===== src/rtl/dispatch_sched_if.sv =====
// dispatch_sched_if -- request/dispatch bundle for dispatch_sched.
//   Producer side : req_valid, req_data[3:0], req_dest[1:0] -> block; req_ready <- block
//   Demux side    : data[3:0], Sel[1:0], Enable <- block
//   Status        : busy, count[2:0] <- block
//   master = producer/observer view, slave = dispatch_sched view.
interface dispatch_sched_if;
  logic       req_valid;
  logic [3:0] req_data;
  logic [1:0] req_dest;
  logic       req_ready;
  logic [3:0] data;
  logic [1:0] Sel;
  logic       Enable;
  logic       busy;
  logic [2:0] count;

  modport master (
    output req_valid, req_data, req_dest,
    input  req_ready, data, Sel, Enable, busy, count
  );

  modport slave (
    input  req_valid, req_data, req_dest,
    output req_ready, data, Sel, Enable, busy, count
  );
endinterface


===== src/rtl/dispatch_sched.sv =====
// dispatch_sched -- 4-entry request queue feeding a 1-to-4 demux.
// Each queued {dest,data} word is presented on data/Sel with Enable held
// high for HOLD_CYCLES clocks, followed by one idle gap cycle.
//   clk    : system clock, rising edge
//   rst_n  : asynchronous active-low reset
//   bus    : dispatch_sched_if.slave (request handshake, demux drive, status)
module dispatch_sched #(
  parameter int unsigned HOLD_CYCLES = 4
) (
  input  logic             clk,
  input  logic             rst_n,
  dispatch_sched_if.slave  bus
);

  localparam logic [1:0] S_IDLE  = 2'd0;
  localparam logic [1:0] S_DRIVE = 2'd1;
  localparam logic [1:0] S_GAP   = 2'd2;

  localparam logic [3:0] HOLD_LOAD = 4'(HOLD_CYCLES - 1);

  logic [1:0] r_state;
  logic [1:0] r_wptr;
  logic [1:0] r_rptr;
  logic [2:0] r_count;
  logic [3:0] r_hold;
  logic       r_en;
  logic [3:0] r_data;
  logic [1:0] r_sel;
  logic       r_busy;
  logic [5:0] r_mem [4];

  logic       w_ready;
  logic       w_push;
  logic       w_pop;
  logic [2:0] w_count_nxt;
  logic [1:0] w_state_nxt;

  assign w_ready = (r_count < 3'd4);
  assign w_push  = bus.req_valid && w_ready;
  // Pop only from a non-empty queue, so push data is never bypassed.
  assign w_pop   = (r_state == S_IDLE) && (r_count != 3'd0);
  assign w_count_nxt = r_count + {2'b00, w_push} - {2'b00, w_pop};

  always_comb begin
    w_state_nxt = r_state;
    case (r_state)
      S_IDLE:  if (w_pop) w_state_nxt = S_DRIVE;
      S_DRIVE: if (r_hold == 4'd0) w_state_nxt = S_GAP;
      S_GAP:   w_state_nxt = S_IDLE;
      default: w_state_nxt = S_IDLE;
    endcase
  end

  // Storage needs no reset: pointers and count define validity.
  always_ff @(posedge clk) begin
    if (w_push) r_mem[r_wptr] <= {bus.req_dest, bus.req_data};
  end

  always_ff @(posedge clk or negedge rst_n) begin
    if (!rst_n) begin
      r_state <= S_IDLE;
      r_wptr  <= '0;
      r_rptr  <= '0;
      r_count <= '0;
      r_hold  <= '0;
      r_en    <= 1'b0;
      r_data  <= '0;
      r_sel   <= '0;
      r_busy  <= 1'b0;
    end else begin
      r_state <= w_state_nxt;
      r_count <= w_count_nxt;
      // busy is registered, so it is computed from next-state values.
      r_busy  <= (w_state_nxt != S_IDLE) || (w_count_nxt != 3'd0);
      if (w_push) r_wptr <= r_wptr + 2'd1;
      if (w_pop)  r_rptr <= r_rptr + 2'd1;
      case (r_state)
        S_IDLE: begin
          if (w_pop) begin
            r_en   <= 1'b1;
            r_data <= r_mem[r_rptr][3:0];
            r_sel  <= r_mem[r_rptr][5:4];
            r_hold <= HOLD_LOAD;
          end
        end
        S_DRIVE: begin
          if (r_hold == 4'd0) begin
            r_en   <= 1'b0;
            r_data <= '0;
            r_sel  <= '0;
          end else begin
            r_hold <= r_hold - 4'd1;
          end
        end
        default: begin
          r_en   <= 1'b0;
          r_data <= '0;
          r_sel  <= '0;
        end
      endcase
    end
  end

  assign bus.req_ready = w_ready;
  assign bus.data      = r_data;
  assign bus.Sel       = r_sel;
  assign bus.Enable    = r_en;
  assign bus.busy      = r_busy;
  assign bus.count     = r_count;

endmodule


===== src/flat_wrapper.sv =====
// flat-port wrapper written by rule: the top's interface ports become plain ports
module dispatch_sched_flat 
#(
  parameter int unsigned HOLD_CYCLES = 4
)
  (clk, rst_n, bus_req_valid, bus_req_data, bus_req_dest, bus_req_ready, bus_data, bus_Sel, bus_Enable, bus_busy, bus_count);
  dispatch_sched_if bus_i ();
  input  logic clk;
  input  logic rst_n;
  input wire logic [$bits(bus_i.req_valid)-1:0] bus_req_valid;
  input wire logic [$bits(bus_i.req_data)-1:0] bus_req_data;
  input wire logic [$bits(bus_i.req_dest)-1:0] bus_req_dest;
  output wire logic [$bits(bus_i.req_ready)-1:0] bus_req_ready;
  output wire logic [$bits(bus_i.data)-1:0] bus_data;
  output wire logic [$bits(bus_i.Sel)-1:0] bus_Sel;
  output wire logic [$bits(bus_i.Enable)-1:0] bus_Enable;
  output wire logic [$bits(bus_i.busy)-1:0] bus_busy;
  output wire logic [$bits(bus_i.count)-1:0] bus_count;
  assign bus_i.req_valid = bus_req_valid;
  assign bus_i.req_data = bus_req_data;
  assign bus_i.req_dest = bus_req_dest;
  assign bus_req_ready = bus_i.req_ready;
  assign bus_data = bus_i.data;
  assign bus_Sel = bus_i.Sel;
  assign bus_Enable = bus_i.Enable;
  assign bus_busy = bus_i.busy;
  assign bus_count = bus_i.count;
  dispatch_sched #(.HOLD_CYCLES(HOLD_CYCLES)) u_core (.clk(clk), .rst_n(rst_n), .bus(bus_i));
endmodule

===== config.mk =====
export PLATFORM = sky130hd
export DESIGN_NAME = dispatch_sched_flat
export DESIGN_NICKNAME = d
export VERILOG_FILES = /design/src/rtl/dispatch_sched_if.sv /design/src/rtl/dispatch_sched.sv /design/src/flat_wrapper.sv
export SDC_FILE = /design/constraint.sdc
export NUM_CORES = 1
export LEC_CHECK = 0
export BUFFER_PORTS_ARGS = -buffer_cell sky130_fd_sc_hd__buf_2
export CAP_MARGIN = 5
export CORE_MARGIN = 5
export CORE_UTILIZATION = 35
export CTS_CLUSTER_SIZE = 12
export DETAILED_ROUTE_END_ITERATION = 10
export PLACE_DENSITY_LB_ADDON = 0.3
export SETUP_SLACK_MARGIN = 0.02
export SYNTH_ARGS = -nofsm -noshare
export SYNTH_HDL_FRONTEND = slang
export SYNTH_SLANG_ARGS = --single-unit

===== constraint.sdc =====
create_clock -name clk -period 2.9 [get_ports clk]
set_input_delay 0.29 -clock clk [delete_from_list [all_inputs] [get_ports clk]]
set_output_delay 0.29 -clock clk [all_outputs]
set_load 0.05 [all_outputs]

==> results.toml <==
[synthesis]
ys_types = 31
yosysWarnings = 0
yosys_register_bits = 45
syn_area_sq_um = 1880
syn_area_per_cell_sq_um = 16.1
synth_nets = 134
ys_seq_area_share_pct = 66.2
syn_inst = 117

[min_path]
holdPathEnd = "u_core.r_mem[2][4]"
worstHoldStart = "bus_req_dest[0]"
hold_class = "in2reg"
hold_depth = 1

[routing]
drt_iter0_drc = 44
drt_first_pass_iters = 4
vias = 997
wl_um = 3220
avgViaCountPerCell = 4.68
wl_per_cell_um = 15.1
drt.antenna.violating_nets = 0
drc = 0

[sta]
setup_tns_ns = 0
grt_setup_unrepaired = "false"
setup_ws_ns = 0.235
fin_crit_sh_pct = 91.9
period_minus_slack_ns = 2.67
slew_violations = 0
slew_headroom_pct = 65.3
worst_pin_slew_ns = 0.520
fin_skew_ns = 0.00846
fmax_ghz = 0.375
finalSetupViolations = 0
hold_viol = 0

[cts]
clk_pin_slew_ns = 0.08
cts_tree = "built"
clkLatencyLatePin_ns = 0.29
cts_hold_buf = 1
cts-root-buf = "clkbuf_8"
cts_sinks = 45
h-tree-depth = 2
cts_resized = 0
clk_path_buf_depth = 2
cts_setup_buffers = 0
numCtsBuffers = 5

[global_route]
gr-total-overflow = 0
grt_pass1_vias = 1082
grt_max_degree = 22
antenna_found_initial = 0
grt_pass1_wl_um = 5230
grt_usage_pct = 9.87

[floorplan]
start_util_pct = 36.4
die_w_um = 83.3
io_pins = 21
die_h_um = 83.3
fp.coreArea_sq_um = 5170
die_area_sq_um = 6940
num_rows = 26

[cells_and_area]
layout_common_cells = "edfxtp_1 (24), dfrtp_1 (21), buf_2 (20)"
layout-drive-gt1-share_pct = 28.7
fin_nets = 159
area_growth_pct = 14.6
final_common_cell = "edfxtp_1"
final_area_sq_um = 2160
insertedDiodeCount = 0
n_fill_cell = 476

[outcome]
outcome = "finished, final reports clean"

[pwr]
irDropWorstVdd_uv = 528
p_leak_nw = 0.875
p_per_area_nw_per_um2 = 1120

[worst_setup_path]
rrSetupSlack_ns = 0.23
worst-path-max-fanout = 5
r2r-start = "u_core.bus.count[2]"
r2r-end = "u_core.bus.busy"
crit_path_start_kind = "register"
slowest_delay_ns = 0.48
slowest_stage = "or4_1"
r2r_cells = 9
cp.required_ns = 3.06
cp_cell_sequence = "nor3_4, nor2_4, ha_1, inv_1, ha_1, fa_1, xnor2_1, xnor2_1, or4_1"
cp-end-kind = "register"
worstPathArrival_ns = 2.83
path_class = "reg2reg"

[flow_run]
maxCapViolations = 0

[placed_design]
place_area_sq_um = 2060
dpl.hpwl_um = 2360
place.gp.congestion = 0.695
post-place-ws_ns = 0.226
port-buffer-count = 20
## worst max-delay path, delay by kind of cell, from the launching register on
family / cells / cell delay (ns)
AND/OR/NAND/NOR: 3 / 0.88
adder cells (fa/ha/maj): 3 / 0.86
flip-flops: 1 / 0.45
XOR/XNOR: 2 / 0.31
buffers and inverters: 1 / 0.04
## metrics by stage
stage | power (mW) | hold WS [ns] | utilization, % | instances
after global routing | 2.57 | 0.197 | 41.7 | 213
final | 2.42 | 0.217 | 41.7 | 213
after detailed placement | 2.09 | 0.292 | 39.8 | 204
after floorplan | 1.82 | -0.00559 | - | 117
after global placement | 2.05 | 0.285 | 39.8 | 204
after CTS | 2.46 | 0.205 | 41.7 | 213
## power by group
part / internal, mW / switching (mW)
Clock: 0.166 / 0.198
Combinational: 0.396 / 0.636
Sequential: 0.861 / 0.159
## how the worst max path moves through the flow
stage                   startpoint  cells past startpoint               to  slack [ns]
2_1_floorplan  u_core.bus.count[2]                      9  u_core.bus.busy        0.09
3_3_place_gp   u_core.bus.count[1]                      9  u_core.bus.busy        0.34
3_5_place_dp   u_core.bus.count[2]                      9  u_core.bus.busy        0.23
4_1_cts        u_core.bus.count[2]                      9  u_core.bus.busy        0.20
5_1_grt          u_core.r_state[0]                      9  u_core.bus.busy        0.07
6_report       u_core.bus.count[2]                      9  u_core.bus.busy        0.23
## per-layer routing
metal / part of all wire, % / track usage [%]
met1: 42 / 10.7
met4: 0.62 / 3.57
met5: 0 / 0
met2: 53 / 17.6
met3: 4.3 / 3.66
## layout make-up
cell class | count | area [sq um] | share of cell area, %
clock inverter | 3 | 17.5 | 0.813
clock buffer | 5 | 68.8 | 3.19
timing repair buffer | 22 | 118 | 5.46
multi-input combinational | 58 | 581 | 26.9
sequential | 45 | 1250 | 57.8
inverter | 10 | 37.5 | 1.74
tap | 70 | 87.6 | 4.06
## state kept, by name (all words and copies together), names as in the netlist
| name | cells |
|---|---|
| u_core.bus.Enable | 1 |
| u_core.r_rptr | 2 |
| u_core.bus.busy | 1 |
| u_core.r_hold | 4 |
| u_core.bus.Sel | 2 |
| u_core.r_mem | 24 |
| u_core.r_wptr | 2 |
| u_core.r_state | 2 |
| u_core.bus.data | 4 |
| u_core.bus.count | 3 |
## cells by family (layout without fill, tap and decap cells)
kind of cell    count (synthesis)  after routing  share of synthesized area [%]
compound gates                 15             15                           6.32
xor+xnor                        5              5                           2.33
fa+ha+maj                       8              8                           5.72
buf+inv                        14             40                           2.93
flops                          45             45                           66.2
mux                             8              8                           8.31
simple gates                   22             22                           8.18
## Yosys cell counts
| library cell | n | area [sq um] |
|---|---|---|
| xor2_1 | 2 | 17.5 |
| nor2_4 | 1 | 11.3 |
| nor2b_1 | 2 | 12.5 |
| nor3b_1 | 2 | 15.0 |
| buf_2 | 2 | 10.0 |
| or4_1 | 2 | 15.0 |
| or3_1 | 3 | 18.8 |
| nor3_4 | 1 | 16.3 |
| o22ai_2 | 2 | 25.0 |
| or2_0 | 1 | 6.26 |
| a21oi_1 | 2 | 10.0 |
| clkbuf_1 | 1 | 3.75 |
| nand2_1 | 2 | 7.51 |
| xnor2_1 | 3 | 26.3 |
| mux2i_1 | 1 | 10.0 |
| o21a_1 | 1 | 7.51 |
| buf_1 | 1 | 3.75 |
| mux4_2 | 6 | 135 |
| fa_1 | 1 | 20.0 |
| ha_1 | 7 | 87.6 |
| o21ai_0 | 3 | 15.0 |
| nor3b_2 | 1 | 12.5 |
| o2bb2ai_1 | 1 | 8.76 |
| and2_1 | 4 | 25.0 |
| nor2_1 | 2 | 7.51 |
| edfxtp_1 | 24 | 721 |
| a22o_1 | 6 | 52.6 |
| inv_1 | 10 | 37.5 |
| nand2b_1 | 1 | 6.26 |
| dfrtp_1 | 21 | 526 |
| mux2_2 | 1 | 11.3 |
Note: power is estimated with default switching activity, not from simulation.
